## config.mk

```make
export PLATFORM = sky130hd
export DESIGN_NAME = step_delta_tracker
export DESIGN_NICKNAME = d
export VERILOG_FILES = /design/src/rtl/step_delta_tracker.sv
export SDC_FILE = /design/constraint.sdc
export NUM_CORES = 1
export LEC_CHECK = 0
export ABC_AREA = 1
export CAP_MARGIN = 10
export CORE_MARGIN = 2
export CORE_UTILIZATION = 25
export DETAILED_ROUTE_END_ITERATION = 12
export GPL_ROUTABILITY_DRIVEN = 0
export GPL_TIMING_DRIVEN = 1
export MAX_ROUTING_LAYER = met4
export PLACE_DENSITY_LB_ADDON = 0.3
export SLEW_MARGIN = 20
export SYNTH_ARGS = -nofsm -noshare
export SYNTH_HDL_FRONTEND = slang
export SYNTH_SLANG_ARGS = --single-unit
```

## constraint.sdc

```tcl
create_clock -name clk_i -period 1.5 [get_ports clk_i]
set_input_delay 0.375 -clock clk_i [delete_from_list [all_inputs] [get_ports clk_i]]
set_output_delay 0.375 -clock clk_i [all_outputs]
set_load 0.01 [all_outputs]
```

## src/rtl/step_delta_tracker.sv

```systemverilog
// step_delta_tracker: counts step/dir pulses over a start/stop segment, returns a signed delta.
// Optional saturation of mag/position with STEP_DELTA_TRACKER_SAT_EN; wraps when undefined.
`default_nettype none

module step_delta_tracker #(
  parameter int NUM_BITS = 8
) (
  input  logic                       clk_i,
  input  logic                       reset_i,
  input  logic                       step_i,
  input  logic                       dir_i,
  input  logic                       start_i,
  input  logic                       stop_i,
  input  logic                       out_rdy_i,
  output logic signed [NUM_BITS-1:0] delta_o,
  output logic                       out_valid_o,
  output logic                       busy_o,
  output logic                       dir_err_o,
  output logic signed [NUM_BITS-1:0] position_o
);

  typedef enum logic [1:0] {
    ST_IDLE  = 2'd0,
    ST_COUNT = 2'd1,
    ST_HOLD  = 2'd2
  } state_t;

`ifdef STEP_DELTA_TRACKER_SAT_EN
  localparam logic [NUM_BITS-2:0] MAG_MAX = '1;
  localparam logic [NUM_BITS-1:0] POS_MAX = {1'b0, {(NUM_BITS-1){1'b1}}};
  localparam logic [NUM_BITS-1:0] POS_MIN = {1'b1, {(NUM_BITS-1){1'b0}}};
`endif

  state_t              state_q, state_d;
  logic                step_q;
  logic [NUM_BITS-2:0] mag_q, mag_d;
  logic                seg_dir_q, seg_dir_d;
  logic                seen_q, seen_d;
  logic                dir_err_q, dir_err_d;
  logic [NUM_BITS-1:0] delta_q, delta_d;
  logic [NUM_BITS-1:0] position_q, position_d;
  logic                step_ev;

  assign step_ev = step_i & ~step_q;

  always_ff @(posedge clk_i or posedge reset_i) begin
    if (reset_i) begin
      state_q    <= ST_IDLE;
      step_q     <= 1'b1;
      mag_q      <= '0;
      seg_dir_q  <= 1'b0;
      seen_q     <= 1'b0;
      dir_err_q  <= 1'b0;
      delta_q    <= '0;
      position_q <= '0;
    end else begin
      state_q    <= state_d;
      step_q     <= step_i;
      mag_q      <= mag_d;
      seg_dir_q  <= seg_dir_d;
      seen_q     <= seen_d;
      dir_err_q  <= dir_err_d;
      delta_q    <= delta_d;
      position_q <= position_d;
    end
  end

  always_comb begin
    state_d    = state_q;
    mag_d      = mag_q;
    seg_dir_d  = seg_dir_q;
    seen_d     = seen_q;
    dir_err_d  = dir_err_q;
    delta_d    = delta_q;
    position_d = position_q;

    // Position follows every step regardless of segment state.
    if (step_ev) begin
`ifdef STEP_DELTA_TRACKER_SAT_EN
      if (!dir_i && (position_q != POS_MAX)) begin
        position_d = position_q + NUM_BITS'(1);
      end else if (dir_i && (position_q != POS_MIN)) begin
        position_d = position_q - NUM_BITS'(1);
      end
`else
      position_d = dir_i ? (position_q - NUM_BITS'(1)) : (position_q + NUM_BITS'(1));
`endif
    end

    case (state_q)
      ST_IDLE: begin
        if (start_i) begin
          state_d   = ST_COUNT;
          mag_d     = '0;
          seg_dir_d = 1'b0;
          seen_d    = 1'b0;
          dir_err_d = 1'b0;
        end
      end
      ST_COUNT: begin
        if (step_ev) begin
`ifdef STEP_DELTA_TRACKER_SAT_EN
          if (mag_q != MAG_MAX) begin
            mag_d = mag_q + (NUM_BITS-1)'(1);
          end
`else
          mag_d = mag_q + (NUM_BITS-1)'(1);
`endif
          if (!seen_q) begin
            seen_d    = 1'b1;
            seg_dir_d = dir_i;
          end else if (dir_i != seg_dir_q) begin
            dir_err_d = 1'b1;
          end
        end
        // Use next-state values so a step coinciding with stop is included.
        if (stop_i) begin
          state_d = ST_HOLD;
          delta_d = seg_dir_d ? -{1'b0, mag_d} : {1'b0, mag_d};
        end
      end
      ST_HOLD: begin
        if (out_rdy_i) begin
          state_d = ST_IDLE;
        end
      end
      default: begin
        state_d = ST_IDLE;
      end
    endcase
  end

  assign delta_o     = delta_q;
  assign position_o  = position_q;
  assign dir_err_o   = dir_err_q;
  assign out_valid_o = (state_q == ST_HOLD);
  assign busy_o      = (state_q == ST_COUNT);

endmodule

`default_nettype wire

```

Word-level counts from Yosys, hierarchy flattened
Cells that the tools add are included.
{"block": "totals", "reg_bits": 29, "input_bits": 7, "out_inout_bits": 19, "word_cells": 51}
{"block": "op_classes", "addsub": 4, "n_eq_ne": 9, "n_mux": 21, "n_bitwise": 2, "n_reduce_logical": 7}
{"operator": "7-bit 2-to-1 mux", "count": 3}
{"operator": "8-bit 2-to-1 mux", "count": 2}
{"operator": "7-bit one-hot mux with 2 select lines", "count": 1}
{"operator": "8-bit by 1-bit adder with 8-bit output (second input constant)", "count": 1}
{"operator": "1-bit 2-to-1 mux", "count": 8}
{"operator": "7-bit negator with 8-bit output", "count": 1}
{"operator": "8-bit by 1-bit subtractor with 8-bit output (second input constant)", "count": 1}
{"operator": "7-bit by 1-bit adder with 7-bit output (second input constant)", "count": 1}
{"operator": "2-bit 2-to-1 mux", "count": 3}
{"operator": "2-bit by 1-bit != test with 1-bit output (second input constant)", "count": 3}
{"operator": "2-bit != test (second input constant)", "count": 3}
{"operator": "1-bit one-hot mux with 2 select lines", "count": 3}
{"operator": "2-bit one-hot mux with 3 select lines", "count": 1}
{"operator": "3-bit AND reduction", "count": 2}
{"operator": "5-bit AND reduction", "count": 1}
{"operator": "2-bit AND reduction", "count": 2}
{"operator": "2-bit by 1-bit equality test with 1-bit output (second input constant)", "count": 1}
{"operator": "2-bit equality test (second input constant)", "count": 1}
{"operator": "2-bit logical NOT", "count": 1}
{"operator": "2-bit nonzero test", "count": 1}
{"operator": "1-bit bitwise AND", "count": 1}
{"operator": "1-bit != test", "count": 1}
{"operator": "1-bit inverter", "count": 1}

Depth between registers and ports, before layout
{"block": "depth", "ltp_word": 6, "depth_mapped": 12, "ltp_nobuf": 12}

Worst setup path after synthesis
No wires, ideal clock.
{"block": "synth_path", "path_type": "reg-to-reg", "start": "register position_q[0] (netlist: position_o[0])", "end": "register position_q[6] (netlist: position_o[6])", "setup_ns": 0.123, "t_arrival_ns": 1.542, "required_ns": 1.377, "path_slack_ns": -0.165, "stages_incl_launch_ff": 12, "path_buffers": 0, "synth_period_minus_slack_ns": 1.665, "cell_sequence": "dfrtp_1 inv_1 fa_1 inv_1 nand3_1 nand2_1 nand2_1 nand2_1 a21oi_1 and2_1 o21ai_0 nand2_1"}
{"block": "synth_between", "elab_chain_cells": 2, "word_cells_on_any_way": 3, "cone_classes": "add/sub (2); mux (1)"}
{"item": "start: declaration", "line": "41", "text": "logic [NUM_BITS-1:0] position_q, position_d;"}
{"item": "start signal: assignment", "line": "64", "text": "position_q <= position_d;"}
{"item": "8-bit by 1-bit adder with 8-bit output / 8-bit by 1-bit subtractor with 8-bit output (equally long branches)", "line": "86", "text": "position_d = dir_i ? (position_q - NUM_BITS'(1)) : (position_q + NUM_BITS'(1));"}
{"item": "8-bit 2-to-1 mux *", "line": "86"}
Mark *: on every way between the ends. The rest lies on a longest branch, timed or not.
A chain may end at the register's enable or synchronous reset.

Worst setup path in the final report
{"block": "layout_path", "start": "register mag_q[0]", "end": "register delta_q[6] (netlist: delta_o[6])"}
{"block": "layout_between", "elab_chain_cells": 5}
{"item": "start: declaration", "line": "36", "text": "logic [NUM_BITS-2:0] mag_q, mag_d;"}
{"item": "start signal: assignment", "line": "59", "text": "mag_q <= mag_d;"}
{"item": "7-bit by 1-bit adder with 7-bit output", "line": "107", "text": "mag_d = mag_q + (NUM_BITS-1)'(1);"}
{"item": "7-bit 2-to-1 mux *", "line": "101", "text": "if (step_ev) begin"}
{"item": "7-bit 2-to-1 mux *", "line": "90", "text": "case (state_q)"}
{"item": "7-bit negator with 8-bit output", "line": "119", "text": "delta_d = seg_dir_d ? -{1'b0, mag_d} : {1'b0, mag_d};"}
{"item": "8-bit 2-to-1 mux *", "line": "119"}
{"item": "end signal: assignment", "line": "63", "text": "delta_q <= delta_d;"}
{"item": "end: declaration", "line": "40", "text": "logic [NUM_BITS-1:0] delta_q, delta_d;"}
Mark *: on every way between the ends. The rest lies on a longest branch, timed or not. The select of a mux whose other input is x is not followed.

==> metrics.cfg <==
[timing]
timing.slew.headroom_pct = 81.45
final-setup-viol-count = 9
finalHoldViolCount = 0
setup_tns_ps = -707.1
rsz0062_at_grt = true
fin_crit_ps = 1648
tightest_slew_ps = 278.0
max_freq_ghz = 0.6069
setup_ws_ps = -147.6
drv_slew = 0
period_share_pct = 109.8
final.setup_skew_ps = 3.334

[outcome]
failed_checks = negative setup slack
status = complete, but fails checks

[floorplan]
design.core.area_mm2 = 0.006719
die_h_um = 86.90
die_area_mm2 = 0.007551
ios = 26
initial_core_util_pct = 25.57
dieWidth_um = 86.90
fp-row-count = 30

[global_route]
overflow = 0
grt_pass1_vias = 1737
antenna_found_initial = 0
grt_first_pass_wirelength_um = 7686
grt_usage_pct = 13.15
grt_max_degree = 18

[clocking]
clk_pin_slew_ps = 60
htree_levels = 2
cts_root_buf = clkbuf_8
tritoncts = done
cts_buffers = 5
clock_path_buffers = 2
insertion_delay_ps = 280
cts_sinks = 29

[cells_and_area]
nets = 318
final_common_cell = buf_4
layout_common_cells = buf_4, nand2_1, dfrtp_1
diodes = 0
final_layout_size_suffix_gt1_share_pct = 42.05
final_cell_area_mm2 = 0.002841
utilization_pct = 42.29
syn2layout_area_growth_pct = 65.40

[routing]
vias = 1715
wl_per_cell_um = 11.88
drc_errors = 0
firstDrtPassIters = 4
postRouteWirelength_um = 4539
drtAntennaViolNets = 0
via_per_inst = 4.490
drtIter0Drc = 59

[worst_setup_path]
worstSetupStartpointType = register
rrSetupSlack_ps = -150
required_ps = 1670
end_kind = register
arrival_ps = 1820
worstSetupPathType = register to register
critPathMaxFanout = 2

[place]
dpl.hpwl_um = 3123
placed_cell_area_mm2 = 0.002380
port_buffers = 25

[yosys]
yosysWarningCount = 0
synth_xor_area_share_pct = 5.025
synth_fa_ha_area_share_pct = 6.992
yosys.area_share.simple_pct = 26.80
syn_area_per_cell_um2 = 7.953
synth-seq-cells = 29
synthCells = 216
synth_top_family_by_area = simple AND/OR/NAND/NOR gates
synthMuxAreaShare_pct = 0
syn-num-nets = 232
synth-seq-area-share_pct = 42.32
synth_compound_area_share_pct = 11.58
synth.distinct_cells = 29
netlist_area_mm2 = 0.001718

[pwr]
cellLeakagePower_nw = 1.403
finalPower_mw = 4.992
p_per_area_mw_per_mm2 = 1757
peakVddDrop_mv = 0.9449

[run]
drv_cap = 0

[min_path]
hold_class = input port to async pin

[registers in the layout, summed over array words and instances (netlist names)]
name	flops
state_q	2
dir_err_o	1
seen_q	1
position_o	8
step_q	1
delta_o	8
mag_q	7
seg_dir_q	1
[cells by family after synthesis]
group	count (synthesis)
flops	29
simple gates	101
fa+ha+maj	9
compound gates	35
buf+inv	33
xor+xnor	9
[metrics by stage]
stage	cells	hold slack [ps]	worst slack [ps]
after floorplan	216	379.5	-87.67
after global placement	360	468.4	-633.4
after detailed placement	360	473.6	-654.3
after CTS	376	388.2	-150.6
after global routing	382	425.8	-227.3
final	382	392.3	-147.6
[per-layer routing]
metal  vias to the layer above  GRT usage (%)  wire [um]  part of all wire [%]
met5                         -              -          0                     0
met4                         0          6.108         79                   1.7
met3                         5          2.275        138                   3.0
met2                        30          20.75       2271                    50
met1                       809          16.39       2049                    45
li1                        871              -          -                     -
[repair_timing]
action	in CTS	in global routing
endpoints found under the setup margin	36	18
resized for setup	59	50
hold buffers	0	0
setup buffers	9	7
pin swaps	15	21
[worst max-delay path, cell delays in order (launching register included)]
cell and delay (ps):
dfrtp_1 420, ha_4 260, o21ai_4 190, ha_4 180
nand3_4 60, nor2_4 120, inv_2 50, nand2_2 60
nand3_2 70, nand3_2 80, nand2_1 50
[synth_stat cells]
cell type,count,area share [%]
fa_1,1,1.2
nand2_4,1,0.66
dfrtp_1,28,41
ha_1,8,5.8
xor2_1,7,3.6
o21ai_0,10,2.9
o21bai_1,2,0.87
inv_1,29,6.3
or2_2,1,0.36
nor2_4,3,2.0
o22ai_1,8,2.9
a21oi_1,8,2.3
nor2_1,13,2.8
inv_2,2,0.44
xor2_2,1,0.95
xnor2_1,1,0.51
clkbuf_1,1,0.22
nand4_1,2,0.73
o31ai_1,1,0.44
dfstp_2,1,1.5
o21ai_2,1,0.51
and2_1,1,0.36
nand3_1,19,5.5
nor3_4,1,0.95
a31oi_1,2,0.73
nand2_1,58,13
buf_2,1,0.29
o21ai_1,3,0.87
nor2_2,2,0.73
[final cells by class]
class | instances | area [um^2]
Clock buffer | 7 | 86.33
Fill cell | 655 | 3877
Inverter | 31 | 121.4
Multi-Input combinational cell | 154 | 1142
Sequential cell | 29 | 726.9
Tap cell | 80 | 100.1
Timing Repair Buffer | 81 | 664.4
[where the power goes]
group | total (mW) | internal [mW] | switching [mW]
Combinational | 3.10 | 1.56 | 1.54
Clock | 0.658 | 0.363 | 0.294
Sequential | 1.24 | 1.05 | 0.191
Total | 4.99 | 2.97 | 2.02
[path summary, 6_finish.rpt]
check                                             from                   endpoint  depth (start not counted)
worst max-delay path              mag_q[0]$_DFFE_PP0P_     delta_o[6]$_DFFE_PP0P_                         10
min in group clk_i                              step_i           step_q$_DFF_PP1_                          2
max in group asynchronous                      reset_i     state_q[1]$_DFFE_PP0P_                          3
worst max register to register    mag_q[0]$_DFFE_PP0P_     delta_o[6]$_DFFE_PP0P_                         10
worst min register to register  delta_o[5]$_DFFE_PP0P_     delta_o[5]$_DFFE_PP0P_                          2
worst min-delay path                           reset_i  position_o[4]$_DFFE_PP0P_                          3
No activity file was read; power rests on OpenSTA's default activity.
